[src/rtl/frame_transmit.sv]
// frame_transmit: serialises a start bit, 4-bit frame size, 1-15 data bytes,
// CRC-8 (poly 0x07, init 0x00) and a stop bit onto TX, MSB first, with a
// programmable bit period of baudrate+1 clocks.
module frame_transmit (
    input  logic         clk,
    input  logic         reset,
    input  logic         start,
    input  logic [3:0]   framesize,
    input  logic [127:0] framedata,
    input  logic [7:0]   baudrate,
    output logic         TX,
    output logic         busy,
    output logic         done,
    output logic         reject
);

    typedef enum logic [2:0] {
        IDLE,
        START,
        SIZE,
        DATA,
        CRC,
        STOP
    } state_t;

    state_t         state;
    logic [3:0]     size_q;
    logic [127:0]   data_q;
    logic [7:0]     baud_q;
    logic [7:0]     baud_cnt;
    logic [2:0]     bit_cnt;
    logic [3:0]     byte_cnt;
    logic [7:0]     crc;
    logic           bit_end;

    // One serial MSB-first CRC-8 step for polynomial x^8+x^2+x+1.
    function automatic logic [7:0] crc_step(input logic [7:0] c, input logic b);
        logic fb;
        fb = c[7] ^ b;
        return {c[6:0], 1'b0} ^ (fb ? 8'h07 : 8'h00);
    endfunction

    // Bit b of byte k, where byte 0 lives in [127:120]: index (15-k)*8+b.
    function automatic logic data_bit(input logic [127:0] d, input logic [3:0] k,
                                      input logic [2:0] b);
        return d[{~k, b}];
    endfunction

    // Last clock of the current bit period.
    assign bit_end = (baud_cnt == baud_q);

    // Frame sequencer: every TX value is loaded at a bit boundary so the line
    // is a plain flop output; the CRC absorbs each SIZE/DATA bit as it is loaded.
    always_ff @(posedge clk) begin
        if (reset) begin
            state    <= IDLE;
            TX       <= 1'b0;
            busy     <= 1'b0;
            done     <= 1'b0;
            reject   <= 1'b0;
            baud_cnt <= 8'd0;
            bit_cnt  <= 3'd0;
            byte_cnt <= 4'd0;
            crc      <= 8'h00;
            size_q   <= 4'd0;
            baud_q   <= 8'd0;
            // NOTE: the 128-bit payload holding register is left out of reset;
            // it is always reloaded on an accepted start before it is read.
        end else begin
            // NOTE: all state here uses non-blocking assignments so every
            // register sees the pre-edge values of the others.
            done   <= 1'b0;
            reject <= 1'b0;
            if (state != IDLE) begin
                baud_cnt <= bit_end ? 8'd0 : baud_cnt + 8'd1;
            end

            case (state)
                IDLE: begin
                    TX   <= 1'b0;
                    busy <= 1'b0;
                    if (start) begin
                        if (framesize == 4'd0) begin
                            reject <= 1'b1;
                        end else begin
                            size_q   <= framesize;
                            data_q   <= framedata;
                            baud_q   <= baudrate;
                            crc      <= 8'h00;
                            baud_cnt <= 8'd0;
                            bit_cnt  <= 3'd0;
                            byte_cnt <= 4'd0;
                            TX       <= 1'b1;
                            busy     <= 1'b1;
                            state    <= START;
                        end
                    end
                end

                START: begin
                    if (bit_end) begin
                        state   <= SIZE;
                        bit_cnt <= 3'd3;
                        TX      <= size_q[3];
                        crc     <= crc_step(crc, size_q[3]);
                    end
                end

                SIZE: begin
                    if (bit_end) begin
                        if (bit_cnt != 3'd0) begin
                            bit_cnt <= bit_cnt - 3'd1;
                            TX      <= size_q[bit_cnt[1:0] - 2'd1];
                            crc     <= crc_step(crc, size_q[bit_cnt[1:0] - 2'd1]);
                        end else begin
                            state    <= DATA;
                            byte_cnt <= 4'd0;
                            bit_cnt  <= 3'd7;
                            TX       <= data_bit(data_q, 4'd0, 3'd7);
                            crc      <= crc_step(crc, data_bit(data_q, 4'd0, 3'd7));
                        end
                    end
                end

                DATA: begin
                    if (bit_end) begin
                        if (bit_cnt != 3'd0) begin
                            bit_cnt <= bit_cnt - 3'd1;
                            TX      <= data_bit(data_q, byte_cnt, bit_cnt - 3'd1);
                            crc     <= crc_step(crc, data_bit(data_q, byte_cnt, bit_cnt - 3'd1));
                        end else if (byte_cnt == size_q - 4'd1) begin
                            state   <= CRC;
                            bit_cnt <= 3'd7;
                            TX      <= crc[7];
                        end else begin
                            byte_cnt <= byte_cnt + 4'd1;
                            bit_cnt  <= 3'd7;
                            TX       <= data_bit(data_q, byte_cnt + 4'd1, 3'd7);
                            crc      <= crc_step(crc, data_bit(data_q, byte_cnt + 4'd1, 3'd7));
                        end
                    end
                end

                CRC: begin
                    if (bit_end) begin
                        if (bit_cnt != 3'd0) begin
                            bit_cnt <= bit_cnt - 3'd1;
                            TX      <= crc[bit_cnt - 3'd1];
                        end else begin
                            state <= STOP;
                            TX    <= 1'b0;
                        end
                    end
                end

                STOP: begin
                    if (bit_end) begin
                        state <= IDLE;
                        TX    <= 1'b0;
                        busy  <= 1'b0;
                        done  <= 1'b1;
                    end
                end

                default: begin
                    state <= IDLE;
                    TX    <= 1'b0;
                    busy  <= 1'b0;
                end
            endcase
        end
    end

endmodule

[config.mk]
export PLATFORM = sky130hd
export DESIGN_NAME = frame_transmit
export DESIGN_NICKNAME = d
export VERILOG_FILES = /design/src/rtl/frame_transmit.sv
export SDC_FILE = /design/constraint.sdc
export NUM_CORES = 1
export LEC_CHECK = 0
export ABC_AREA = 1
export ABC_CLOCK_PERIOD_IN_PS = 5330
export BUFFER_PORTS_ARGS = -buffer_cell sky130_fd_sc_hd__buf_2
export CAP_MARGIN = 25
export CELL_PAD_IN_SITES_DETAIL_PLACEMENT = 1
export CELL_PAD_IN_SITES_GLOBAL_PLACEMENT = 2
export CORE_ASPECT_RATIO = 1.4
export CORE_MARGIN = 5
export CORE_UTILIZATION = 31
export DETAILED_ROUTE_END_ITERATION = 10
export HOLD_SLACK_MARGIN = 0.06
export PLACE_DENSITY = 0.8
export SETUP_SLACK_MARGIN = 0.2
export SYNTH_ARGS = -nofsm -noshare
export SYNTH_HDL_FRONTEND = slang
export SYNTH_SLANG_ARGS = --single-unit
[constraint.sdc]
create_clock -name clk -period 5.33 [get_ports clk]
set_input_delay 1.066 -clock clk [delete_from_list [all_inputs] [get_ports clk]]
set_output_delay 1.066 -clock clk [all_outputs]
set_load 0.01 [all_outputs]
==> impl_metrics.json, run 1 <==
{
  "crit_chain": "inv_2 -> ha_1 -> inv_1 -> nand2_1 -> nand2_2 -> inv_2 -> nand3_1 -> nand3_1 -> nand2_1 -> nand2_1 -> nand3_1 -> nand3_1 -> nand3_2 -> nand3_1 -> nand3_2 -> nand3_1 -> nand2_1 -> nand3_1 -> a21oi_1",
  "rsz0062_at_grt": "false",
  "skew_ps": 9.83,
  "final_nets": 1054,
  "postCtsSetupBuffers": 0,
  "syn_nets": 918,
  "grt_use_total_pct": 15.5,
  "ys_types": 40,
  "multiInputGateArea_um2": 2460,
  "critPathArrivalTime_ps": 3450,
  "synth_warnings": 0,
  "synth_enable_flop_cells": 128,
  "power_leakage_uw": 0.00359,
  "die_x_um": 142,
  "reg2regPathDepth": 19,
  "busiest_layer": "met2",
  "async_flop_share_pct": 0,
  "nFillCells": 2771,
  "ys_seq_area_share_pct": 61.6,
  "cp_slowest_cell": "inv_2",
  "final_cells": 1228,
  "port-buffer-count": 146,
  "fmax_mhz": 317,
  "grt_start_max_net_pins": 134,
  "hold_viol": 0,
  "netlist_instances": 770,
  "row_count": 67,
  "grt_use_met1_pct": 17.5,
  "worst-path-buf-inv": 3,
  "syn-mean-instance-area_um2": 9.87,
  "min_period_ps": 3160,
  "worstPathRequired_ps": 5620,
  "start_util_pct": 31.6,
  "drv_slew": 0,
  "area_growth_pct": 20.5,
  "dpl.hpwl_mm": 14.8,
  "setup_tns_ps": 0,
  "drt_pass1_iterations": 4,
  "worst_hold_path_type": "flip-flop to flip-flop",
  "drtAntennaViolNets": 0,
  "htreeDepth": 4,
  "antenna_found_initial": 0,
  "finalCritPeriodShare_pct": 59.3,
  "antenna_cells": 0,
  "worst_pin_slew_ps": 807,
  "grt_pass1_vias": 6439,
  "cp_max_fo": 30,
  "cpMostUsedCell": "nand3_1",
  "r2r_start": "bit_cnt[0]",
  "powerDensity_nw_per_um2": 531,
  "clkSinkCount": 170,
  "drc": 0,
  "insertion_delay_ps": 430,
  "die-area_um2": 27800,
  "gr-total-overflow": 0,
  "slowest_delay_ps": 420,
  "hold_depth": 2,
  "grt_pass1_wl_mm": 33.5,
  "critPathLaunchType": "flip-flop",
  "ys_ff_latch": 170,
  "setup_viol": 0,
  "clkTransAtPathRegs_ps": 60,
  "gp_congestion": 0.778,
  "wl_per_cell_um": 17.3,
  "outcome": "finished clean",
  "min_to": "busy",
  "synth_area_leaders": "edfxtp_1 (51%), dfxtp_1 (11%), nand2_1 (11%), nand3_1 (8.8%), inv_1 (2.6%)",
  "use_met2_pct": 28.5,
  "post_cts_resized": 0,
  "io_pins": 147,
  "die_h_um": 195,
  "r2r-end": "crc[2]",
  "coreArea_um2": 24100,
  "cts_hold_buf": 0,
  "cap_viol_max_count": 0,
  "clock_path_buffers": 2,
  "power.total_uw": 4860,
  "numCtsBuffers": 17,
  "path_class": "flip-flop to flip-flop",
  "r2r_setup_slack_ps": 2170,
  "hp-start": "busy",
  "slew_headroom_pct": 46.2,
  "drt-initial-drc-count": 235,
  "yosysTopAreaCellShare_pct": 50.6,
  "cp-end-kind": "flip-flop",
  "cts_root_buffer": "clkbuf_16",
  "ir_drop_v": 0.000302,
  "via_per_inst": 4.82,
  "tritoncts": "built",
  "num_vias": 5925,
  "drive_gt1_share_pct": 21.5,
  "regArea_um2": 4690,
  "hold_slack_ps": 471,
  "yosys_most_used_dff": "edfxtp_1",
  "synth_area_leader_cell": "edfxtp_1",
  "crit_family": "simple AND/OR/NAND/NOR gates",
  "dp.cells": 1197,
  "synth_area_um2": 7600,
  "wirelength_mm": 21.3,
  "grt_use_met3_pct": 3.13
}
placed cells by master (no fill, tap or decap), types with 3 or more instances in the layout:
master / count
a211oi_1: 6
a21oi_1: 32
buf_2: 146
buf_4: 4
bufinv_16: 5
clkbuf_16: 17
dfxtp_1: 41
edfxtp_1: 128
ha_1: 5
inv_1: 52
inv_2: 6
mux2i_1: 3
nand2_1: 214
nand3_1: 133
nand4_1: 11
nor2_1: 27
o21ai_0: 38
o22ai_1: 4
or2_2: 3
xnor2_1: 5
xor2_1: 5
registers in the layout, indices dropped and copies added (netlist names), 3 cells and up:
| name | count |
|---|---|
| baud_q | 8 |
| baud_cnt | 8 |
| state | 3 |
| bit_cnt | 3 |
| size_q | 4 |
| crc | 8 |
| byte_cnt | 4 |
| data_q | 128 |
synthesized netlist by cell type, types with 3 or more instances:
master	instances
buf_6	11
xnor2_1	5
inv_2	6
nand3_1	133
dfxtp_1	42
inv_1	52
or2_2	3
buf_4	5
o22ai_1	4
a21oi_1	32
buf_2	13
o21ai_0	38
clkbuf_1	3
a211oi_1	6
edfxtp_1	128
nor2_1	27
ha_1	5
xor2_1	5
nand2_1	214
nand4_1	11
mux2i_1	3
stage by stage:
step | setup WS (ps) | area (µm²) | util (%)
5_1_grt | 1760 | 9160 | 38.1
3_3_place_gp | 2150 | 8530 | 35.5
2_1_floorplan | 1450 | 7610 | -
6_report | 2170 | 9160 | 38.1
4_1_cts | 2110 | 9160 | 38.1
3_5_place_dp | 2140 | 8530 | 35.5
where the power goes:
part | total, µW | internal [µW] | switching (µW) | leakage [µW]
logic | 1790 | 557 | 1230 | 0.00177
registers | 1730 | 1630 | 104 | 0.00152
clock network | 1340 | 829 | 516 | 0.000303
total | 4860 | 3010 | 1850 | 0.00359
worst min-delay path: cells and delay by family, from the launching register on:
kind | cells | cell delay, ps
DFF | 1 | 310
AOI/OAI and AO/OA | 1 | 50
and+or+nand+nor | 1 | 60
cell families after synthesis:
family / Yosys count / synth area share, %
muxes: 3 / 0.395
AOI/OAI and AO/OA: 90 / 6.65
and+or+nand+nor: 400 / 23.2
xor gates and xnor gates: 10 / 1.15
buffers and inverters: 92 / 6.11
adders and majority gates: 5 / 0.823
DFF: 170 / 61.6
per-layer routing:
metal	up-vias	share of wire, %
met1	2862	40
li1	2924	-
met4	0	2.1
met3	26	3.2
met2	113	55
met5	-	0
how the worst max path moves through the flow:
stage            startpoint   endpoint  cells after the start
2_1_floorplan  framesize[0]  data_q[0]                      6
3_3_place_gp     bit_cnt[0]     crc[2]                     20
3_5_place_dp     bit_cnt[0]     crc[1]                     19
4_1_cts          bit_cnt[0]     crc[2]                     19
5_1_grt          bit_cnt[0]     crc[2]                     20
6_report         bit_cnt[0]     crc[2]                     19
area by class of cell:
class,instances,share of cell area [%]
tap,310,4.23
timing repair buffer,151,8.52
inverter,58,2.38
sequential,170,51.2
clock buffer,19,4.73
multi-input combinational,508,26.8
clock inverter,12,2.14
No activity file was read; power rests on OpenSTA's default activity.
==> run 2, diff against run 1 <==
--- a/config.mk
+++ b/config.mk
@@ -6,7 +6,7 @@
 export NUM_CORES = 1
 export LEC_CHECK = 0
 export ABC_AREA = 1
-export ABC_CLOCK_PERIOD_IN_PS = 5330
+export ABC_CLOCK_PERIOD_IN_PS = 2700
 export BUFFER_PORTS_ARGS = -buffer_cell sky130_fd_sc_hd__buf_2
 export CAP_MARGIN = 25
 export CELL_PAD_IN_SITES_DETAIL_PLACEMENT = 1
==> constraint.sdc (replaced) <==
create_clock -name clk -period 2.7 [get_ports clk]
set_input_delay 0.54 -clock clk [delete_from_list [all_inputs] [get_ports clk]]
set_output_delay 0.54 -clock clk [all_outputs]
set_load 0.01 [all_outputs]
==> impl_metrics.json, run 2 (synthesis results as in run 1) <==
{
  "num_vias": 6043,
  "cp_max_fo": 18,
  "critPathArrivalTime_ps": 2650,
  "drc": 0,
  "place_area_um2": 8780,
  "gr-total-overflow": 0,
  "pwr-share-seq_pct": 33.8,
  "power_leakage_uw": 0.00377,
  "cp-end-kind": "flip-flop",
  "via_per_inst": 4.83,
  "p_int_uw": 6210,
  "switching_share_pct": 38.1,
  "hold_slack_ps": 282,
  "p_comb_share_pct": 41.5,
  "drive_gt1_share_pct": 24.9,
  "cap_viol_max_count": 0,
  "final_core_util_pct": 39.6,
  "numCtsBuffers": 17,
  "clkPwrFrac_pct": 24.7,
  "die_h_um": 195,
  "drt-initial-drc-count": 273,
  "regMostFlops": "data_q",
  "p_switching_uw": 3820,
  "final_common_cell": "nand2_1",
  "r2r_start": "bit_cnt[0]",
  "drv_slew": 0,
  "row_count": 67,
  "layout_common_cells": "nand2_1 (214), buf_2 (146), nand3_1 (132)",
  "clkSinkCount": 170,
  "fin_area_um2": 9520,
  "final_nets": 1077,
  "coreArea_um2": 24100,
  "cts_root_buffer": "clkbuf_16",
  "min_period_ps": 2350,
  "clock_path_buffers": 2,
  "ir_drop_v": 0.000533,
  "grt_start_max_net_pins": 75,
  "finalCritPeriodShare_pct": 87.0,
  "antenna_found_initial": 0,
  "outcome": "finished clean",
  "start_util_pct": 31.6,
  "antenna_cells": 0,
  "nFillCells": 2767,
  "insertion_delay_ps": 430,
  "dpl.hpwl_mm": 16.1,
  "wirelength_mm": 22.1,
  "cpMostUsedCell": "nand3_1",
  "slowest_delay_ps": 350,
  "grt_use_total_pct": 16.0,
  "clkTransAtPathRegs_ps": 70,
  "tritoncts": "built",
  "cp_slowest_cell": "dfxtp_4",
  "powerDensity_nw_per_um2": 1050,
  "critPathLaunchType": "flip-flop",
  "hold_viol": 0,
  "worst_hold_path_type": "input port to flip-flop",
  "drtAntennaViolNets": 0,
  "path_class": "flip-flop to flip-flop",
  "gp_congestion": 0.813,
  "cts_hold_buf": 0,
  "slew_headroom_pct": 66.8,
  "skew_ps": 7.36,
  "worstPathRequired_ps": 3000,
  "drt_pass1_iterations": 4,
  "grt_pass1_vias": 6616,
  "grt_pass1_wl_mm": 34.6,
  "io_pins": 147,
  "fmax_mhz": 426,
  "die_x_um": 142,
  "area_growth_pct": 25.3,
  "htreeDepth": 4,
  "dp_slack_ps": 211,
  "worst_pin_slew_ps": 496,
  "port-buffer-count": 146,
  "setup_slack_ps": 350,
  "die-area_um2": 27800,
  "rsz0062_at_grt": "true",
  "cp-startpoint": "bit_cnt[0]",
  "largest_register_ffs": 128,
  "setup_tns_ps": 0,
  "crit_chain": "inv_2 -> ha_4 -> buf_12 -> nand3_1 -> nand3_1 -> nand3_1 -> nand2_1 -> nand2_1 -> nand3_1 -> nand3_1 -> nand3_2 -> nand2_1 -> nand2_1 -> nand3_2 -> nand3_2 -> nand2_1 -> nand3_1 -> a21oi_2",
  "setup_viol": 0,
  "hp-start": "framedata[42]",
  "wl_per_cell_um": 17.7
}
-- run 2: metrics by stage --
stage                     instances  power [µW]
after CTS                      1249       10000
final                          1252       10000
after detailed placement       1216        7360
after floorplan                 770        6150
after global placement         1216        7290
after global routing           1252       10700
-- run 2: final cells by class --
| type | count | area, µm² | share of cell area (%) |
|---|---|---|---|
| Clock buffer | 24 | 567 | 5.95 |
| Clock inverter | 8 | 53.8 | 0.565 |
| Tap cell | 310 | 388 | 4.07 |
| Sequential cell | 170 | 4690 | 49.2 |
| Timing Repair Buffer | 174 | 1100 | 11.5 |
| Inverter | 58 | 238 | 2.50 |
| Multi-Input combinational cell | 508 | 2490 | 26.1 |
-- run 2: worst max-delay path: cells and delay by family, from the launching register on --
kind | cells | cell delay [ps]
and+or+nand+nor | 14 | 1220
DFF | 1 | 350
adders and majority gates | 1 | 340
buffers and inverters | 2 | 240
AOI/OAI and AO/OA | 1 | 50
-- run 2: path summary, 6_finish.rpt --
kind	to	slack [ps]	depth (start not counted)
setup / recovery	crc[2]	350	18
hold / removal	data_q[42]	280	1
setup reg to reg	crc[2]	350	18
hold reg to reg	crc[6]	480	2
-- run 2: repair_timing --
item,CTS,global route
hold endpoints to repair,0,0
pin swaps,0,6
buffers inserted,0,2
gates resized for setup,3,16
cloned,1,1
setup endpoints to repair,2,6
-- run 2: power by group through the flow --
stage | Clock, µW | Sequential, µW | Combinational (µW)
finish | 2470 | 3390 | 4170
global route | 2630 | 3430 | 4650
CTS | 2530 | 3400 | 4070
detailed placement | 0 | 3450 | 3900
global placement | 0 | 3440 | 3850
floorplan | 0 | 3390 | 2760
-- run 2: per-layer routing --
metal / global-route usage [%] / part of all wire, % / vias up
met2: 31.0 / 58 / 103
met4: 4.93 / 1.2 / 0
met5: 0 / 0 / -
met1: 17.3 / 38 / 2946
met3: 3.03 / 3.0 / 18
li1: - / - / 2976
==> run 3, diff against run 2 <==
--- a/config.mk
+++ b/config.mk
@@ -12,7 +12,6 @@
 export CELL_PAD_IN_SITES_DETAIL_PLACEMENT = 1
 export CELL_PAD_IN_SITES_GLOBAL_PLACEMENT = 2
 export CORE_ASPECT_RATIO = 1.4
-export CORE_MARGIN = 5
 export CORE_UTILIZATION = 31
 export DETAILED_ROUTE_END_ITERATION = 10
 export HOLD_SLACK_MARGIN = 0.06
==> impl_metrics.json, run 3 (synthesis results as in run 1) <==
{
  "grt_use_met3_pct": 3.01,
  "hold_viol": 0,
  "clkSinkCount": 170,
  "cp-end-kind": "flip-flop",
  "drc": 0,
  "setup_tns_ps": 0,
  "slowest_delay_ps": 370,
  "port-buffer-count": 146,
  "largest_register_ffs": 128,
  "drt_pass1_iterations": 4,
  "grt_pass1_wl_mm": 34.2,
  "cp_slowest_cell": "dfxtp_4",
  "critPathLaunchType": "flip-flop",
  "setup_viol": 0,
  "antenna_found_initial": 0,
  "via_per_inst": 4.84,
  "die_x_um": 134,
  "cap_viol_max_count": 0,
  "power_leakage_uw": 0.00378,
  "fmax_mhz": 434,
  "cpMostUsedCell": "nand3_2",
  "insertion_delay_ps": 440,
  "cp_max_fo": 7,
  "area_growth_pct": 26.2,
  "worst_hold_path_type": "input port to flip-flop",
  "start_util_pct": 31.7,
  "outcome": "finished clean",
  "use_met2_pct": 33.9,
  "antenna_cells": 0,
  "busiest_layer": "met2",
  "final_common_cell": "nand2_1",
  "ir_drop_v": 0.000537,
  "rsz0062_at_grt": "false",
  "worstPathRequired_ps": 3010,
  "layout_common_cells": "nand2_1 (209), buf_2 (146), edfxtp_1 (128)",
  "reg2regPathDepth": 21,
  "io_pins": 147,
  "numCtsBuffers": 17,
  "drtAntennaViolNets": 0,
  "clkTransAtPathRegs_ps": 60,
  "wirelength_mm": 21.9,
  "finalCritPeriodShare_pct": 85.3,
  "drive_gt1_share_pct": 27.4,
  "final_cells": 1252,
  "cts_root_buffer": "clkbuf_16",
  "powerDensity_nw_per_um2": 1060,
  "hold_depth": 1,
  "grt_pass1_vias": 6428,
  "tritoncts": "built",
  "cts_hold_buf": 0,
  "critPathArrivalTime_ps": 2610,
  "min_to": "data_q[28]",
  "power.total_uw": 10200,
  "final_nets": 1081,
  "grt_use_met1_pct": 19.6,
  "r2r_start": "bit_cnt[0]",
  "path_class": "flip-flop to flip-flop",
  "die-area_um2": 25200,
  "grt_start_max_net_pins": 75,
  "nFillCells": 2789,
  "worst_pin_slew_ps": 467,
  "skew_ps": 14.8,
  "regMostFlops": "data_q",
  "crit_chain": "inv_4 -> ha_2 -> inv_1 -> nand2_2 -> nand2_4 -> clkinv_4 -> buf_6 -> nand3_1 -> nand3_1 -> nand2_1 -> nand2_2 -> nand3_2 -> nand3_2 -> nand3_2 -> nand2_1 -> nand2_1 -> nand3_2 -> nand3_2 -> nand2_1 -> nand3_1 -> a21oi_1",
  "r2r-end": "crc[1]",
  "hp-start": "framedata[28]",
  "clock_path_buffers": 2,
  "row_count": 67,
  "coreArea_um2": 24000,
  "drv_slew": 0,
  "die_h_um": 187,
  "r2r_setup_slack_ps": 400,
  "num_vias": 6055,
  "htreeDepth": 4,
  "dp.cells": 1215,
  "drt-initial-drc-count": 248,
  "wl_per_cell_um": 17.5,
  "grt_use_total_pct": 18.0,
  "gr-total-overflow": 0,
  "slew_headroom_pct": 68.7,
  "dpl.hpwl_mm": 15.7,
  "min_period_ps": 2300,
  "gp_congestion": 0.774
}
-- run 3: changes by cell type in the layout (fill, tap and decap cells not counted), moves of 3 or more --
cell,previous run,this run
buf_8,0,4
bufinv_16,0,3
clkbuf_1,0,3
clkbuf_16,22,19
clkbuf_8,3,0
inv_1,49,46
nand2_1,214,209
nand2_2,0,5
nand3_1,132,116
nand3_2,3,19
-- run 3: critical path: cells and delay by family, from the launching register on --
family,cells,cell delay [ps]
and+or+nand+nor,15,1200
AOI/OAI and AO/OA,1,50
buffers and inverters,4,350
adders and majority gates,1,190
DFF,1,370
-- run 3: layer usage --
metal	vias up	part of all wire, %
met2	117	56
met1	2929	39
met5	-	0
met3	29	2.7
li1	2980	-
met4	0	1.8
-- run 3: stage by stage --
| step | hold WS [ps] | worst slack, ps | util [%] | cell area [µm²] |
|---|---|---|---|---|
| after floorplan | 452 | -608 | - | 7620 |
| after global placement | 475 | 155 | 36.5 | 8740 |
| after detailed placement | 471 | 137 | 36.5 | 8740 |
| after CTS | 257 | 212 | 38.9 | 9330 |
| after global routing | 259 | 171 | 40.0 | 9600 |
| final | 273 | 397 | 40.0 | 9600 |
-- run 3: final cells by class --
| class | count | area, µm² | area share (%) |
|---|---|---|---|
| Clock buffer | 20 | 437 | 4.55 |
| Clock inverter | 8 | 125 | 1.30 |
| Inverter | 58 | 240 | 2.50 |
| Multi-Input combinational cell | 508 | 2580 | 26.9 |
| Sequential cell | 170 | 4690 | 48.9 |
| Tap cell | 310 | 388 | 4.04 |
| Timing Repair Buffer | 178 | 1130 | 11.8 |
-- run 3: worst max-delay path by stage --
stage / start / endpoint / slack (ps) / depth (start not counted)
global placement: bit_cnt[0] / crc[2] / 160 / 17
detailed placement: bit_cnt[0] / crc[1] / 140 / 18
CTS: bit_cnt[0] / crc[1] / 210 / 18
global route: bit_cnt[0] / crc[2] / 170 / 18
floorplan: framesize[0] / data_q[0] / -610 / 6
finish: bit_cnt[0] / crc[1] / 400 / 21
-- run 3: power by group --
| group | switching (µW) | internal (µW) |
|---|---|---|
| logic | 2680 | 1670 |
| clock network | 1000 | 1430 |
| registers | 212 | 3210 |
-- run 3: what timing repair did --
action | CTS | global route
gates cloned | 0 | 2
buffers inserted | 2 | 5
pin swaps | 0 | 15
gates resized for setup | 4 | 48
endpoints found under the setup margin | 3 | 9
